## src/rtl/pc_unit.sv

```systemverilog
// Program counter sequencer: IDLE/RUN/HALT control with a writable branch-target table.
// The table read is combinational, so a same-edge write is seen only from the next cycle on.
module pc_unit #(
    parameter int PC_W     = 10,
    parameter int LUT_D    = 32,
    parameter int START_PC = 0,
    localparam int IDX_W   = (LUT_D > 1) ? $clog2(LUT_D) : 1
) (
    input  logic             clk,
    input  logic             reset,
    input  logic             start,
    input  logic             branch_en,
    input  logic             taken,
    input  logic [IDX_W-1:0] jump_sel,
    input  logic             halt_req,
    input  logic             lut_we,
    input  logic [IDX_W-1:0] lut_waddr,
    input  logic [PC_W-1:0]  lut_wdata,
    output logic [PC_W-1:0]  pc,
    output logic             busy,
    output logic             done
);

    // state | meaning
    // IDLE  | waiting for start, pc parked at START_PC
    // RUN   | executing, pc advances or branches every cycle
    // HALT  | halted, pc frozen until the next start
    typedef enum logic [1:0] {
        ST_IDLE = 2'd0,
        ST_RUN  = 2'd1,
        ST_HALT = 2'd2
    } state_t;

    localparam logic [PC_W-1:0] START_V = PC_W'(START_PC);

    state_t          state_q, state_d;
    logic [PC_W-1:0] pc_q, pc_d;
    logic            busy_q, busy_d;
    logic            done_q, done_d;
    logic [PC_W-1:0] lut_q [LUT_D];
    logic [PC_W-1:0] tgt;

    assign tgt = lut_q[jump_sel];

    always_comb begin
        state_d = state_q;
        pc_d    = pc_q;
        case (state_q)
            ST_IDLE: begin
                pc_d = START_V;
                if (start) begin
                    state_d = ST_RUN;
                end
            end
            ST_RUN: begin
                // halt wins over a taken branch in the same cycle
                if (halt_req) begin
                    state_d = ST_HALT;
                end else if (branch_en && taken) begin
                    pc_d = tgt;
                end else begin
                    pc_d = pc_q + PC_W'(1);
                end
            end
            ST_HALT: begin
                if (start) begin
                    state_d = ST_RUN;
                    pc_d    = START_V;
                end
            end
            default: begin
                state_d = ST_IDLE;
                pc_d    = START_V;
            end
        endcase
        busy_d = (state_d == ST_RUN);
        done_d = (state_d == ST_HALT);
    end

    always_ff @(posedge clk) begin
        if (reset) begin
            state_q <= ST_IDLE;
            pc_q    <= START_V;
            busy_q  <= 1'b0;
            done_q  <= 1'b0;
            for (int i = 0; i < LUT_D; i++) begin
                lut_q[i] <= '0;
            end
        end else begin
            state_q <= state_d;
            pc_q    <= pc_d;
            busy_q  <= busy_d;
            done_q  <= done_d;
            if (lut_we) begin
                lut_q[lut_waddr] <= lut_wdata;
            end
        end
    end

    assign pc   = pc_q;
    assign busy = busy_q;
    assign done = done_q;

endmodule

```

## config.mk

```make
export PLATFORM = sky130hd
export DESIGN_NAME = pc_unit
export DESIGN_NICKNAME = d
export VERILOG_FILES = /design/src/rtl/pc_unit.sv
export SDC_FILE = /design/constraint.sdc
export NUM_CORES = 1
export LEC_CHECK = 0
export ABC_AREA = 1
export CAP_MARGIN = 0
export CORE_MARGIN = 2
export CORE_UTILIZATION = 30
export DETAILED_ROUTE_END_ITERATION = 8
export HOLD_SLACK_MARGIN = 0.08
export PLACE_DENSITY = 0.49
export SYNTH_ARGS = -nofsm -noshare
export SYNTH_HDL_FRONTEND = slang
export SYNTH_SLANG_ARGS = --single-unit
```

## constraint.sdc

```tcl
create_clock -name clk -period 5.1 [get_ports clk]
set_input_delay 1.53 -clock clk [delete_from_list [all_inputs] [get_ports clk]]
set_output_delay 1.53 -clock clk [all_outputs]
set_load 0.01 [all_outputs]
```

==> impl_metrics.yaml, run 1 <==
clock_tree:
  cts_resized: 0
  cts_tree: "yes"
  postCtsSetupRepairBufs: 0
  cts_max_level: 2
  cts-root-buf: "clkbuf_16"
  clkSinkCount: 334
  clkTransAtPathRegs_ps: 60
  max-clock-path-buffers: 3
  cts_made_buffers: 39
  cts_hold_buf: 0
  clk_latency_ps: 550
timing:
  timing.slew.headroom: 0.2486
  max_freq_mhz: 286.0
  hold-worst-slack_ps: 511.6
  min_period_ps: 3496
  finalCritPeriodShare: 0.6856
  layout_setup_ws_ps: 1604
  fin_setup_tns_ps: 0
  worst_slew_pin_slew_ps: 1126
  final_max_slew_viol_count: 0
  setup-violations-final: 0
  grt_setup_unrepaired: "false"
  finClkSkew_ps: 14.56
  final_hold_viol_count: 0
worst_setup_path:
  crit_path_max_fanout: 11
  crit_path_end_kind: "flop"
  worstPathArrival_ps: 3680
  slowest_stage: "clkdlybuf4s50_1"
  critical_path.max_stage_delay_ps: 600
  crit_path_start_kind: "input pin"
  cpMostUsedCell: "nand2_1"
  crit_chain: "clkdlybuf4s50_1 -> inv_1 -> nor3_1 -> nand2_1 -> nand2_1"
  worst-setup-path-type: "input pin to flop"
  worstPathRequired_ps: 5280
logic_synthesis:
  yosysTopAreaCell: "edfxtp_1"
  synth_edf_count: 320
  synth_cell_type_count: 27
  ys_warn_count: 0
  yosys-top-cells-count: "nand2_1, nor2_1, edfxtp_1"
  syn-num-nets: 1684
  synth_flop_cell: "edfxtp_1"
  ys_seq_area_frac: 0.6405
  synth_top_area_frac: 0.6224
  yosysMostFrequentCell: "nand2_1"
  synthArstFlopShare: 0
  avgSynthCellArea_um2: 9.324
  synth_area_leaders: "edfxtp_1, nand2_1, nor2_1, nand3_1, clkbuf_1"
  synth-seq-cells: 334
  syn_inst: 1656
  syn_area_mm2: 0.01544
power_and_ir_drop:
  pwr-share-comb: 0.086
  switching_power_mw: 1.542
  ir_worst_vdd_mv: 0.2072
  clkPwrFrac: 0.411
  power.total_mw: 6.336
  p_int_mw: 4.794
  swShare: 0.2434
  seqPwrFrac: 0.503
  leakagePower_nw: 6.760
  power_density_mw_per_mm2: 362.1
die:
  core_area_mm2: 0.05109
  die_area_mm2: 0.05330
  start_util: 0.3022
  die_h_um: 230.9
  core.rowCount: 83
  fp.dieW_um: 230.9
  io_pins: 39
placed_design:
  portBuffers: 38
  place_congestion: 0.8254
  dp_hpwl_mm: 28.81
  place_ws_ps: 1039
  placed_cell_area_mm2: 0.01634
  dp.cells: 2280
outcome:
  status: "finished clean"
run:
  drv_cap: 0
finish:
  diodes: 0
  design_area_mm2: 0.01750
  drive_above_1_share: 0.05759
  finalCoreUtilization: 0.3425
  fin_nets: 1669
  area_growth_pct: 13.33
  fin_cells: 2347
routing:
  drt_iter0_markers: 1245
  vias_per_cell: 4.886
  dr.pass1.iters: 5
  antenna_left: 0
  drc: 0
  via_count: 11470
  avgRoutedWirePerCell_um: 19.73
  wirelength_mm: 46.30
global_route:
  grt_overflow: 0
  grt_pass1_wl_mm: 69.77
  grt_max_degree: 161
  antenna_found_initial: 1
  grt_pass1_vias: 11130
  grtUsageTotal: 0.1757
hold_path:
  hold_class: "flop to flop"
==> routing by layer <==
metal / routed length (um) / global-route usage / vias up
li1: - / - / 5455
met1: 21110 / 0.2484 / 5588
met2: 21240 / 0.2764 / 355
met3: 2863 / 0.02989 / 69
met4: 1085 / 0.05121 / 0
met5: 0 / 0 / -
==> area by class of cell <==
cell class	count	area [um^2]
clock buffer	51	1064
inverter	34	130.1
clock inverter	16	91.34
tap	680	850.8
sequential	334	9889
fill	5283	33600
timing repair buffer	77	703.2
multi-input combinational	1155	4770
==> final timing paths <==
path,from,endpoint,slack [ps],cells past startpoint
hold reg to reg,pc[9],pc[9],510,2
hold / removal,pc[9],pc[9],510,2
setup reg to reg,pc[0],pc[8],3340,10
setup / recovery,lut_waddr[3],lut_q[10][9],1600,5
==> flip-flops by register name (all words and copies together), names as in the netlist <==
name / flops
done: 1
pc: 10
lut_q: 320
state_q: 2
busy: 1
==> power groups by stage <==
stage | combinational (mW) | clock [mW] | sequential (mW)
6_report | 0.544 | 2.60 | 3.19
5_1_grt | 0.601 | 2.75 | 3.20
4_1_cts | 0.549 | 2.65 | 3.19
3_5_place_dp | 0.547 | 0 | 3.25
3_3_place_gp | 0.545 | 0 | 3.24
2_1_floorplan | 0.336 | 0 | 3.23
==> critical path, delay by kind of cell <==
family        cells  cell delay (ps)
buf+inv           2              730
simple gates      3             1410
==> cell usage in the layout, fill, tap and decap left out, types with 2 or more instances in the layout <==
master / count
o211ai_1: 4
or2_2: 2
clkdlybuf4s50_1: 36
o21ai_0: 13
dfxtp_1: 14
clkinv_1: 12
inv_1: 30
nor3_2: 4
nor3_1: 8
buf_4: 37
a21oi_1: 24
clkbuf_16: 41
buf_12: 3
o21ai_1: 5
nand2_1: 508
inv_2: 2
nor2_1: 342
xor2_1: 2
edfxtp_1: 320
clkbuf_1: 10
nand3_1: 239
clkinv_2: 4
==> cell families after synthesis <==
group | count (synthesis) | synth area share
AND/OR/NAND/NOR | 1105 | 0.2909
buffers and inverters | 167 | 0.05057
AO/OA/AOI/OAI | 47 | 0.01605
XOR/XNOR | 2 | 0.001135
adder cells (fa/ha/maj) | 1 | 0.0008102
flip-flops | 334 | 0.6405
Note: power is estimated with default switching activity, not from simulation.
==> run 2: changes to the inputs <==
==> constraint.sdc (replaced) <==
create_clock -name clk -period 3.62 [get_ports clk]
set_input_delay 1.086 -clock clk [delete_from_list [all_inputs] [get_ports clk]]
set_output_delay 1.086 -clock clk [all_outputs]
set_load 0.01 [all_outputs]
==> impl_metrics.yaml, run 2 (synthesis gave the netlist of run 1 again) <==
outcome:
  status: "finished clean"
clock_tree:
  cts-root-buf: "clkbuf_16"
  clkTransAtPathRegs_ps: 60
  cts_made_buffers: 39
  max-clock-path-buffers: 3
  clkSinkCount: 334
  cts_tree: "yes"
  postCtsSetupRepairBufs: 0
  cts_hold_buf: 0
  clk_latency_ps: 570
  cts_resized: 0
  cts_max_level: 2
power_and_ir_drop:
  clkPwrFrac: 0.416
  leakagePower_nw: 6.960
  pwr-share-comb: 0.087
  power_density_mw_per_mm2: 506.4
  swShare: 0.2450
  seqPwrFrac: 0.497
  ir_worst_vdd_mv: 0.4036
  switching_power_mw: 2.216
  p_int_mw: 6.830
finish:
  drive_above_1_share: 0.08103
  mostFrequentLayoutCells: "nand2_1, nor2_1, edfxtp_1, nand3_1, buf_4"
  largest_reg_flops: 320
  area_growth_pct: 15.68
  fin_nets: 1706
  diodes: 0
  design_area_mm2: 0.01786
  final_common_cell: "nand2_1"
  max_flop_register: "lut_q"
timing:
  finClkSkew_ps: 26.73
  min_period_ps: 2716
  timing.slew.headroom: 0.5402
  final_max_slew_viol_count: 0
  setup-violations-final: 0
  fin_setup_tns_ps: 0
  finalCritPeriodShare: 0.7503
  max_freq_mhz: 368.2
  final_hold_viol_count: 0
  grt_setup_unrepaired: "false"
  worst_slew_pin_slew_ps: 687.1
routing:
  drt_iter0_markers: 1091
  dr.pass1.iters: 8
  via_count: 11600
  wirelength_mm: 46.28
  vias_per_cell: 4.866
  avgRoutedWirePerCell_um: 19.42
  antenna_left: 0
  drc: 0
worst_setup_path:
  worst-setup-path-type: "flop to output pin"
  slowest_stage: "clkdlybuf4s50_1"
  worstPathArrival_ps: 1630
  worstSetupPathDepth: 1
  crit_path_max_fanout: 5
  rr_worst_depth: 10
  cpLargestDelayFamily: "buffers and inverters"
  worstPathRequired_ps: 2530
  crit_path_end_kind: "output pin"
  crit_chain: "clkdlybuf4s50_1"
  worst-path-buf-inv: 1
  crit_path_start_kind: "flop"
  critical_path.max_stage_delay_ps: 610
hold_path:
  holdPathStages: 2
  hold_class: "flop to flop"
placed_design:
  portBuffers: 38
  placed_cell_area_mm2: 0.01667
  dp_hpwl_mm: 28.33
  place_congestion: 0.8116
die:
  core.rowCount: 83
  fp.dieW_um: 230.9
  die_area_mm2: 0.05330
  start_util: 0.3022
  die_h_um: 230.9
  io_pins: 39
  core_area_mm2: 0.05109
global_route:
  grt_max_degree: 75
  grt_overflow: 0
  grtUsageTotal: 0.1750
  grt_pass1_wl_mm: 69.78
  grt_pass1_vias: 11260
  antenna_found_initial: 0
run:
  drv_cap: 0
## run 2: metrics by stage
stage	instances	total power [mW]	util	setup WS, ps	hold slack, ps
finish	2383	9.045	0.3496	903.9	512.2
global route	2383	9.347	0.3496	832.0	546.3
global placement	2317	5.361	0.3263	439.0	503.4
CTS	2383	9.123	0.3496	872.6	513.6
detailed placement	2317	5.365	0.3263	388.1	504.0
floorplan	1656	5.028	-	1131	502.4
## run 2: area by class of cell
cell class | count | area, um^2
fill | 5308 | 33230
clock inverter | 16 | 141.4
clock buffer | 50 | 1049
inverter | 34 | 130.1
sequential | 334 | 9889
timing repair buffer | 114 | 1031
multi-input combinational | 1155 | 4770
tap | 680 | 850.8
## run 2: routing by layer
layer,vias up,global-route usage,part of all wire
li1,5524,-,-
met4,0,0.05202,0.021
met1,5651,0.2505,0.46
met3,54,0.02334,0.062
met5,-,0,0
met2,366,0.2760,0.46
## run 2: path summary, 6_finish.rpt
path | start | end | slack, ps
max reg2reg | pc[0] | pc[8] | 1840
min | pc[1] | pc[1] | 510
max | pc[4] | pc[4] | 900
min reg2reg | pc[1] | pc[1] | 510
## run 2: power groups by stage
stage	clock [mW]	sequential, mW	combinational [mW]
3_5_place_dp	0	4.57	0.791
5_1_grt	3.97	4.51	0.866
3_3_place_gp	0	4.57	0.792
6_report	3.76	4.49	0.790
4_1_cts	3.84	4.49	0.794
2_1_floorplan	0	4.55	0.474
==> run 3: changes to the inputs <==
--- a/config.mk
+++ b/config.mk
@@ -11,7 +11,7 @@
 export CORE_UTILIZATION = 30
 export DETAILED_ROUTE_END_ITERATION = 8
 export HOLD_SLACK_MARGIN = 0.08
-export PLACE_DENSITY = 0.49
+export PLACE_DENSITY = 0.5
 export SYNTH_ARGS = -nofsm -noshare
 export SYNTH_HDL_FRONTEND = slang
 export SYNTH_SLANG_ARGS = --single-unit
==> constraint.sdc (replaced) <==
create_clock -name clk -period 2.35 [get_ports clk]
set_input_delay 0.705 -clock clk [delete_from_list [all_inputs] [get_ports clk]]
set_output_delay 0.705 -clock clk [all_outputs]
set_load 0.01 [all_outputs]
==> impl_metrics.yaml, run 3 (synthesis gave the netlist of run 1 again) <==
timing:
  max_freq_mhz: 432.6
  finClkSkew_ps: 14.70
  final_max_slew_viol_count: 0
  finalCritPeriodShare: 0.9836
  timing.slew.headroom: 0.6583
  hold-worst-slack_ps: 505.0
  min_period_ps: 2312
  grt_setup_unrepaired: "false"
  setup-violations-final: 0
  final_hold_viol_count: 0
  worst_slew_pin_slew_ps: 511.9
placed_design:
  portBuffers: 38
  dp_hpwl_mm: 31.04
  dp.cells: 2409
  place_congestion: 0.8614
power_and_ir_drop:
  power.total_mw: 14.55
  power_density_mw_per_mm2: 758.2
  leakagePower_nw: 7.645
  ir_worst_vdd_mv: 0.3644
finish:
  finalCoreUtilization: 0.3756
  diodes: 0
  largest_reg_flops: 320
  fin_cells: 2476
  mostFrequentLayoutCells: "nand2_1, nor2_1, edfxtp_1, nand3_1, buf_4"
  area_growth_pct: 24.29
  nFillCells: 5127
  fin_nets: 1797
  max_flop_register: "lut_q"
  drive_above_1_share: 0.1320
  final_common_cell: "nand2_1"
routing:
  wirelength_mm: 47.80
  vias_per_cell: 4.847
  via_count: 12000
  drt_iter0_markers: 1150
  antenna_left: 0
  dr.pass1.iters: 5
  avgRoutedWirePerCell_um: 19.31
  drc: 0
hold_path:
  holdPathStages: 2
  hold_class: "flop to flop"
  min_from: "pc[9]"
  holdPathEnd: "pc[9]"
clock_tree:
  clkTransAtPathRegs_ps: 60
  max-clock-path-buffers: 3
  cts_hold_buf: 0
  cts_tree: "yes"
  cts_max_level: 2
  clk_latency_ps: 550
  cts_made_buffers: 38
  cts-root-buf: "clkbuf_16"
  postCtsSetupRepairBufs: 0
  clkSinkCount: 334
worst_setup_path:
  worstPathRequired_ps: 1640
  critical_path.max_stage_delay_ps: 600
  crit_path_start_kind: "flop"
  crit_path_max_fanout: 5
  worst-setup-path-type: "flop to output pin"
  worstReg2RegStart: "pc[1]"
  crit_chain: "clkdlybuf4s50_1"
  r2r_slack_ps: 620
  worst-path-buf-inv: 1
  crit_path_end_kind: "output pin"
  cpLargestDelayFamily: "buffers and inverters"
  slowest_stage: "clkdlybuf4s50_1"
  worstPathArrival_ps: 1610
  r2r-end: "pc[8]"
  rr_worst_depth: 10
die:
  die_area_mm2: 0.05330
  die_h_um: 230.9
  core_area_mm2: 0.05109
  io_pins: 39
  fp.dieW_um: 230.9
  start_util: 0.3022
  core.rowCount: 83
run:
  drv_cap: 0
outcome:
  status: "finished clean"
global_route:
  grt_pass1_wl_mm: 72.97
  grt_overflow: 0
  grtUsageTotal: 0.1815
  antenna_found_initial: 0
  grt_max_degree: 44
  grt_pass1_vias: 11890
==> run 3: through the flow <==
step                      setup slack [ps]  TNS [ps]  cell area (um^2)
after floorplan                      241.7         0             15440
after global placement              -470.8   -145280             17910
after detailed placement            -463.3   -144490             17910
after CTS                            24.13         0             19190
after global routing                 3.144         0             19190
final                                38.46         0             19190
==> run 3: cell type report <==
class | count | area [um^2] | area share
Clock buffer | 41 | 983.4 | 0.05125
Clock inverter | 26 | 291.5 | 0.01519
Inverter | 34 | 130.1 | 0.006781
Multi-Input combinational cell | 1155 | 4770 | 0.2485
Sequential cell | 334 | 9892 | 0.5155
Tap cell | 680 | 850.8 | 0.04434
Timing Repair Buffer | 206 | 2272 | 0.1184
==> run 3: worst max path at each step <==
stage	startpoint	endpoint	slack [ps]	cells past startpoint
after floorplan	reset	lut_q[0][0]	240	6
after detailed placement	reset	lut_q[18][2]	-460	8
after global routing	pc[7]	pc[7]	3	1
after CTS	pc[4]	pc[4]	20	1
after global placement	reset	lut_q[18][2]	-470	8
final	pc[4]	pc[4]	40	1
==> run 3: metal layers <==
layer  vias up  track usage  part of all wire  wire [um]
met5         -            0                 0          0
met4         0      0.05746             0.027       1313
met3        80      0.02816             0.062       2979
met2       353       0.2977              0.47      22440
met1      5848       0.2460              0.44      21070
li1       5720            -                 -          -
==> run 3: timing repair <==
item,in CTS,in global routing
hold endpoints to repair,0,0
gates resized for setup,2,0
setup endpoints to repair,2,0
==> run 3: where the power goes <==
part	internal (mW)	switching (mW)
clock network	3.70	2.47
registers	6.82	0.0971
logic	0.532	0.933
